### src/rtl/hilo_muldiv.sv
// hilo_muldiv: iterative 32x32 shift-add multiplier that owns the Hi/Lo register pair.
//   clk, rst_n         : clock, asynchronous active-low reset
//   start, sgn, a, b   : launch MULT (sgn=1) / MULTU (sgn=0), sampled while idle
//   mthi, mtlo, wdata  : direct writes into Hi/Lo, honoured only while idle
//   busy               : multiply in progress (32 cycles)
//   done               : one-cycle pulse after Hi/Lo receive a product
//   hi, lo             : architectural Hi/Lo registers
module hilo_muldiv (
    input  logic        clk,
    input  logic        rst_n,
    input  logic        start,
    input  logic        sgn,
    input  logic [31:0] a,
    input  logic [31:0] b,
    input  logic        mthi,
    input  logic        mtlo,
    input  logic [31:0] wdata,
    output logic        busy,
    output logic        done,
    output logic [31:0] hi,
    output logic [31:0] lo
);

    localparam int unsigned DW = 32;
    localparam int unsigned CW = 5;

    typedef enum logic {IDLE, RUN} state_t;

    state_t          r_state;
    state_t          w_state_nxt;
    logic [CW-1:0]   r_count;
    logic [2*DW-1:0] r_acc;
    logic [DW-1:0]   r_mcand;
    logic            r_neg;
    logic            r_busy;
    logic            r_done;
    logic [DW-1:0]   r_hi;
    logic [DW-1:0]   r_lo;

    logic            w_idle;
    logic            w_accept;
    logic            w_last;
    logic [DW-1:0]   w_mag_a;
    logic [DW-1:0]   w_mag_b;
    logic [DW:0]     w_sum;
    logic [2*DW-1:0] w_acc_nxt;
    logic [2*DW-1:0] w_prod;

    assign w_idle   = (r_state == IDLE);
    assign w_accept = w_idle && start;
    assign w_last   = (r_state == RUN) && (r_count == CW'(DW - 1));

    // Signed operands run as magnitudes; 0x80000000 negates to itself, which is its unsigned magnitude.
    assign w_mag_a = (sgn && a[DW-1]) ? (~a + DW'(1)) : a;
    assign w_mag_b = (sgn && b[DW-1]) ? (~b + DW'(1)) : b;

    // Upper half plus carry; the carry bit lands in bit 63 after the shift.
    assign w_sum     = {1'b0, r_acc[2*DW-1:DW]} + {1'b0, r_mcand};
    assign w_acc_nxt = r_acc[0] ? {w_sum, r_acc[DW-1:1]} : {1'b0, r_acc[2*DW-1:1]};
    assign w_prod    = r_neg ? (~w_acc_nxt + (2*DW)'(1)) : w_acc_nxt;

    // State register
    always_ff @(posedge clk or negedge rst_n) begin
        if (!rst_n) begin
            r_state <= IDLE;
        end else begin
            r_state <= w_state_nxt;
        end
    end

    // Next-state logic
    always_comb begin
        w_state_nxt = r_state;
        case (r_state)
            IDLE:    if (start)  w_state_nxt = RUN;
            RUN:     if (w_last) w_state_nxt = IDLE;
            default: w_state_nxt = IDLE;
        endcase
    end

    // Multiply datapath and status flags
    always_ff @(posedge clk or negedge rst_n) begin
        if (!rst_n) begin
            r_count <= '0;
            r_acc   <= '0;
            r_mcand <= '0;
            r_neg   <= 1'b0;
            r_busy  <= 1'b0;
            r_done  <= 1'b0;
        end else begin
            r_done <= w_last;
            if (w_accept) begin
                r_count <= '0;
                r_acc   <= {DW'(0), w_mag_b};
                r_mcand <= w_mag_a;
                r_neg   <= sgn && (a[DW-1] ^ b[DW-1]);
                r_busy  <= 1'b1;
            end else if (r_state == RUN) begin
                r_count <= r_count + CW'(1);
                r_acc   <= w_acc_nxt;
                if (w_last) begin
                    r_busy <= 1'b0;
                end
            end
        end
    end

    // Hi/Lo: product write at completion, otherwise moves while idle
    always_ff @(posedge clk or negedge rst_n) begin
        if (!rst_n) begin
            r_hi <= '0;
            r_lo <= '0;
        end else if (w_last) begin
            r_hi <= w_prod[2*DW-1:DW];
            r_lo <= w_prod[DW-1:0];
        end else if (w_idle) begin
            if (mthi) r_hi <= wdata;
            if (mtlo) r_lo <= wdata;
        end
    end

    assign busy = r_busy;
    assign done = r_done;
    assign hi   = r_hi;
    assign lo   = r_lo;

endmodule

### config.mk
export PLATFORM = sky130hd
export DESIGN_NAME = hilo_muldiv
export DESIGN_NICKNAME = d
export VERILOG_FILES = /design/src/rtl/hilo_muldiv.sv
export SDC_FILE = /design/constraint.sdc
export NUM_CORES = 1
export LEC_CHECK = 0
export BUFFER_PORTS_ARGS = -buffer_cell sky130_fd_sc_hd__buf_2
export CAP_MARGIN = 10
export CORE_MARGIN = 2
export CORE_UTILIZATION = 59
export DETAILED_ROUTE_END_ITERATION = 16
export GPL_TIMING_DRIVEN = 0
export PLACE_DENSITY = 0.92
export SYNTH_ARGS = -nofsm -noshare
export SYNTH_HDL_FRONTEND = slang
export SYNTH_SLANG_ARGS = --single-unit
### constraint.sdc
create_clock -name clk -period 5.45 [get_ports clk]
set_input_delay 1.635 -clock clk [delete_from_list [all_inputs] [get_ports clk]]
set_output_delay 1.635 -clock clk [all_outputs]
set_load 0.005 [all_outputs]
==> metrics.txt <==
status complete, no violations; IO Pins roughly 170; Peak VDD IR 0.000306 V; final WL 40.2 mm; setup skew after layout 0.00622 ns; Setup violations, final 0; FP Rows 52; Syn Area/Cell 8.42 um^2; initial antenna violation count 0; Peak Freq 0.209 GHz; CTS sink count 169; vias in the first global route 12,229; synthesized area 12,100 um^2; WS Path Type reg2reg; Post-synth EDFFs 0; TritonCTS buffer count 17; chip height 147 um; sequential share of the synthesized area 35.0%; Placeable Area 20,200 um^2; setup TNS 0 ns; layout cells sized above 1 between 10% and 20%; CTS tree built; endpoints failing hold 0; Yosys top cell by area dfrtp_1; Syn. warnings 0; crit path DAT 5.10 ns; crit start category flip-flop; Area growth syn-to-layout 14.8%; Final Max Tran Viols 0; Final ANT Viol Nets 0; P per Cell Area 645 nW/um^2; Via density 6.71; R2R depth 12; Port Buffers 167; post-CTS sizing 0; largest net degree at the start of global routing 132; WHS Path Cells 1; synth top area cells dfrtp_1, o21ai_0, nand2_1, xor2_1, a22oi_1; Slew HR 24.4%; Hold Buf Count CTS 0; Period minus WS final approximately 4.8 ns; fin crit share 87.8%; die width 147 um; CTS root buf clkbuf_16; utilization after layout 68.8%; First DRT Iteration DRCs 1,523; RePlAce Congestion 0.988; critical path endpoint category flip-flop; Total GRT Usage 37.1%; CTS H-tree lvls 4; Overall Power 8.94 mW; post-synth top area share between 30% and 40%; DR vias 12,769; Async S/R FF share, synth 100%; mean routed wirelength per cell between 20 and 25 um; Static Leakage ~5.9 nW; clock-pin slew on the worst setup and hold paths ~0.070 ns; DRC 0; RSZ-0062 raised after global routing false; Synth cell types 83; Max-Cap Viols 0; worst-margin pin slew 1.11 ns; Layout Nets ~1,800; Synth Flop Type dfrtp_1; dpl hpwl 30.8 mm; clk_lat worst skew 0.45 ns; Req. time, crit path 5.76 ns; DIE AREA 21,600 um^2; Cells after Synth 1,434; worst min path class reg2reg; # Post-CTS Setup Buffers 0; maximum clock path buffer count 2; global-route wire length before repair about 64 mm; 1st-pass router iterations 6; Seq cells post-synth approximately 170; ant diodes 0; Initial Utilization 59.9%; crit-path max FO 6; Overflow after GRT 0; Syn Nets 1,574
## through the flow
stage	hold WS (ns)	setup WS, ns	cell area (um^2)	std cells
2_1_floorplan	0.442	1.51	12100	1434
3_3_place_gp	0.467	0.303	13300	1871
3_5_place_dp	0.476	0.743	13300	1872
4_1_cts	0.481	0.811	13900	1904
5_1_grt	0.516	0.477	13900	1904
6_report	0.492	0.665	13900	1904
## cells by family (layout without fill, tap and decap cells)
group                    after synthesis  after routing  synth area share (%)
AO/OA/AOI/OAI                        532            532                  28.3
XOR/XNOR                             127            127                  9.21
adder cells (fa/ha/maj)               38             38                  4.00
buffers and inverters                108            308                  3.73
flip-flops                           169            169                  35.0
multiplexers                          21             21                  1.80
AND/OR/NAND/NOR                      439            439                  18.0
## critical path, stage by stage (launching register included)
cell	delay, ns
dfrtp_1	0.40
ha_1	0.25
fa_1	0.45
a211oi_2	0.36
o211ai_1	0.17
a31oi_2	0.45
xnor2_1	0.21
a2111oi_1	0.79
nand4b_1	0.32
or4_4	0.54
o41ai_1	0.38
xor2_1	0.23
o21ai_0	0.10
## layout by cell type, fill, tap and decap left out, types with 24 or more instances in the layout
cell / count
xnor2_1: 48
dfrtp_1: 169
xor2_1: 79
ha_1: 37
clkbuf_1: 69
nand2_1: 187
buf_2: 168
a21oi_1: 72
a22oi_1: 62
inv_1: 24
nor2_1: 67
o21ai_0: 218
o31ai_1: 24
## power by group
part | switching [mW] | internal, mW | total [mW] | leakage (nW)
Combinational | 3.20 | 1.96 | 5.16 | 3.61
Clock | 0.611 | 0.613 | 1.22 | 0.278
Sequential | 0.689 | 1.87 | 2.56 | 2.05
## synthesized netlist by cell type (all sizes together), types with 4 or more instances
master   count
o21ai      222
nand2      187
dfrtp      169
xor2        79
a21oi       72
clkbuf      69
nor2        67
a22oi       62
xnor2       48
ha          37
o31ai       25
inv         24
a22o        23
nor3        23
or3         23
or4         19
nor4        18
buf         15
mux2i       15
nand2b      15
o41ai       15
a31oi       14
nand3       14
nor2b       14
nand4       12
o211ai      12
o21a        12
and2        11
a211oi      10
nand3b       9
or2          9
a211o        8
and3         7
a21o         6
a41oi        6
mux2         6
a2111oi      5
o221ai       5
a2111o       4
o2bb2ai      4
## final cells by class
| type | instances | area (um^2) |
|---|---|---|
| Multi-Input combinational cell | 1157 | 7400 |
| Clock buffer | 18 | 429 |
| Tap cell | 270 | 338 |
| Timing Repair Buffer | 168 | 873 |
| Fill cell | 1616 | 6300 |
| Inverter | 24 | 90.1 |
| Clock inverter | 14 | 153 |
| Sequential cell | 169 | 4230 |
| Buffer | 84 | 360 |
## path summary, 6_finish.rpt
check                      slack, ns                      to                   start
max reg2reg                     0.66      hi[22]$_DFFE_PN0P_   r_acc[32]$_DFFE_PN0P_
min                             0.49  r_count[3]$_DFFE_PN0P_  r_count[3]$_DFFE_PN0P_
min in group asynchronous       1.06  r_mcand[3]$_DFFE_PN0P_                   rst_n
max                             0.66      hi[22]$_DFFE_PN0P_   r_acc[32]$_DFFE_PN0P_
max in group asynchronous       3.44   r_acc[55]$_DFFE_PN0P_                   rst_n
min reg2reg                     0.49  r_count[3]$_DFFE_PN0P_  r_count[3]$_DFFE_PN0P_
## state kept, by name, indices dropped and copies added, names as in the netlist
signal	count
r_acc	64
hi	32
lo	32
r_mcand	32
r_count	5
busy	1
done	1
r_neg	1
r_state	1
## per-layer routing
| metal | up-vias | share of wire [%] | global-route usage (%) |
|---|---|---|---|
| li1 | 5716 | - | - |
| met1 | 6182 | 41 | 49.9 |
| met2 | 733 | 46 | 58.7 |
| met3 | 138 | 9.0 | 7.45 |
| met4 | 0 | 4.1 | 16.2 |
| met5 | - | 0 | 0 |
Power figures use the tool's default switching activity.
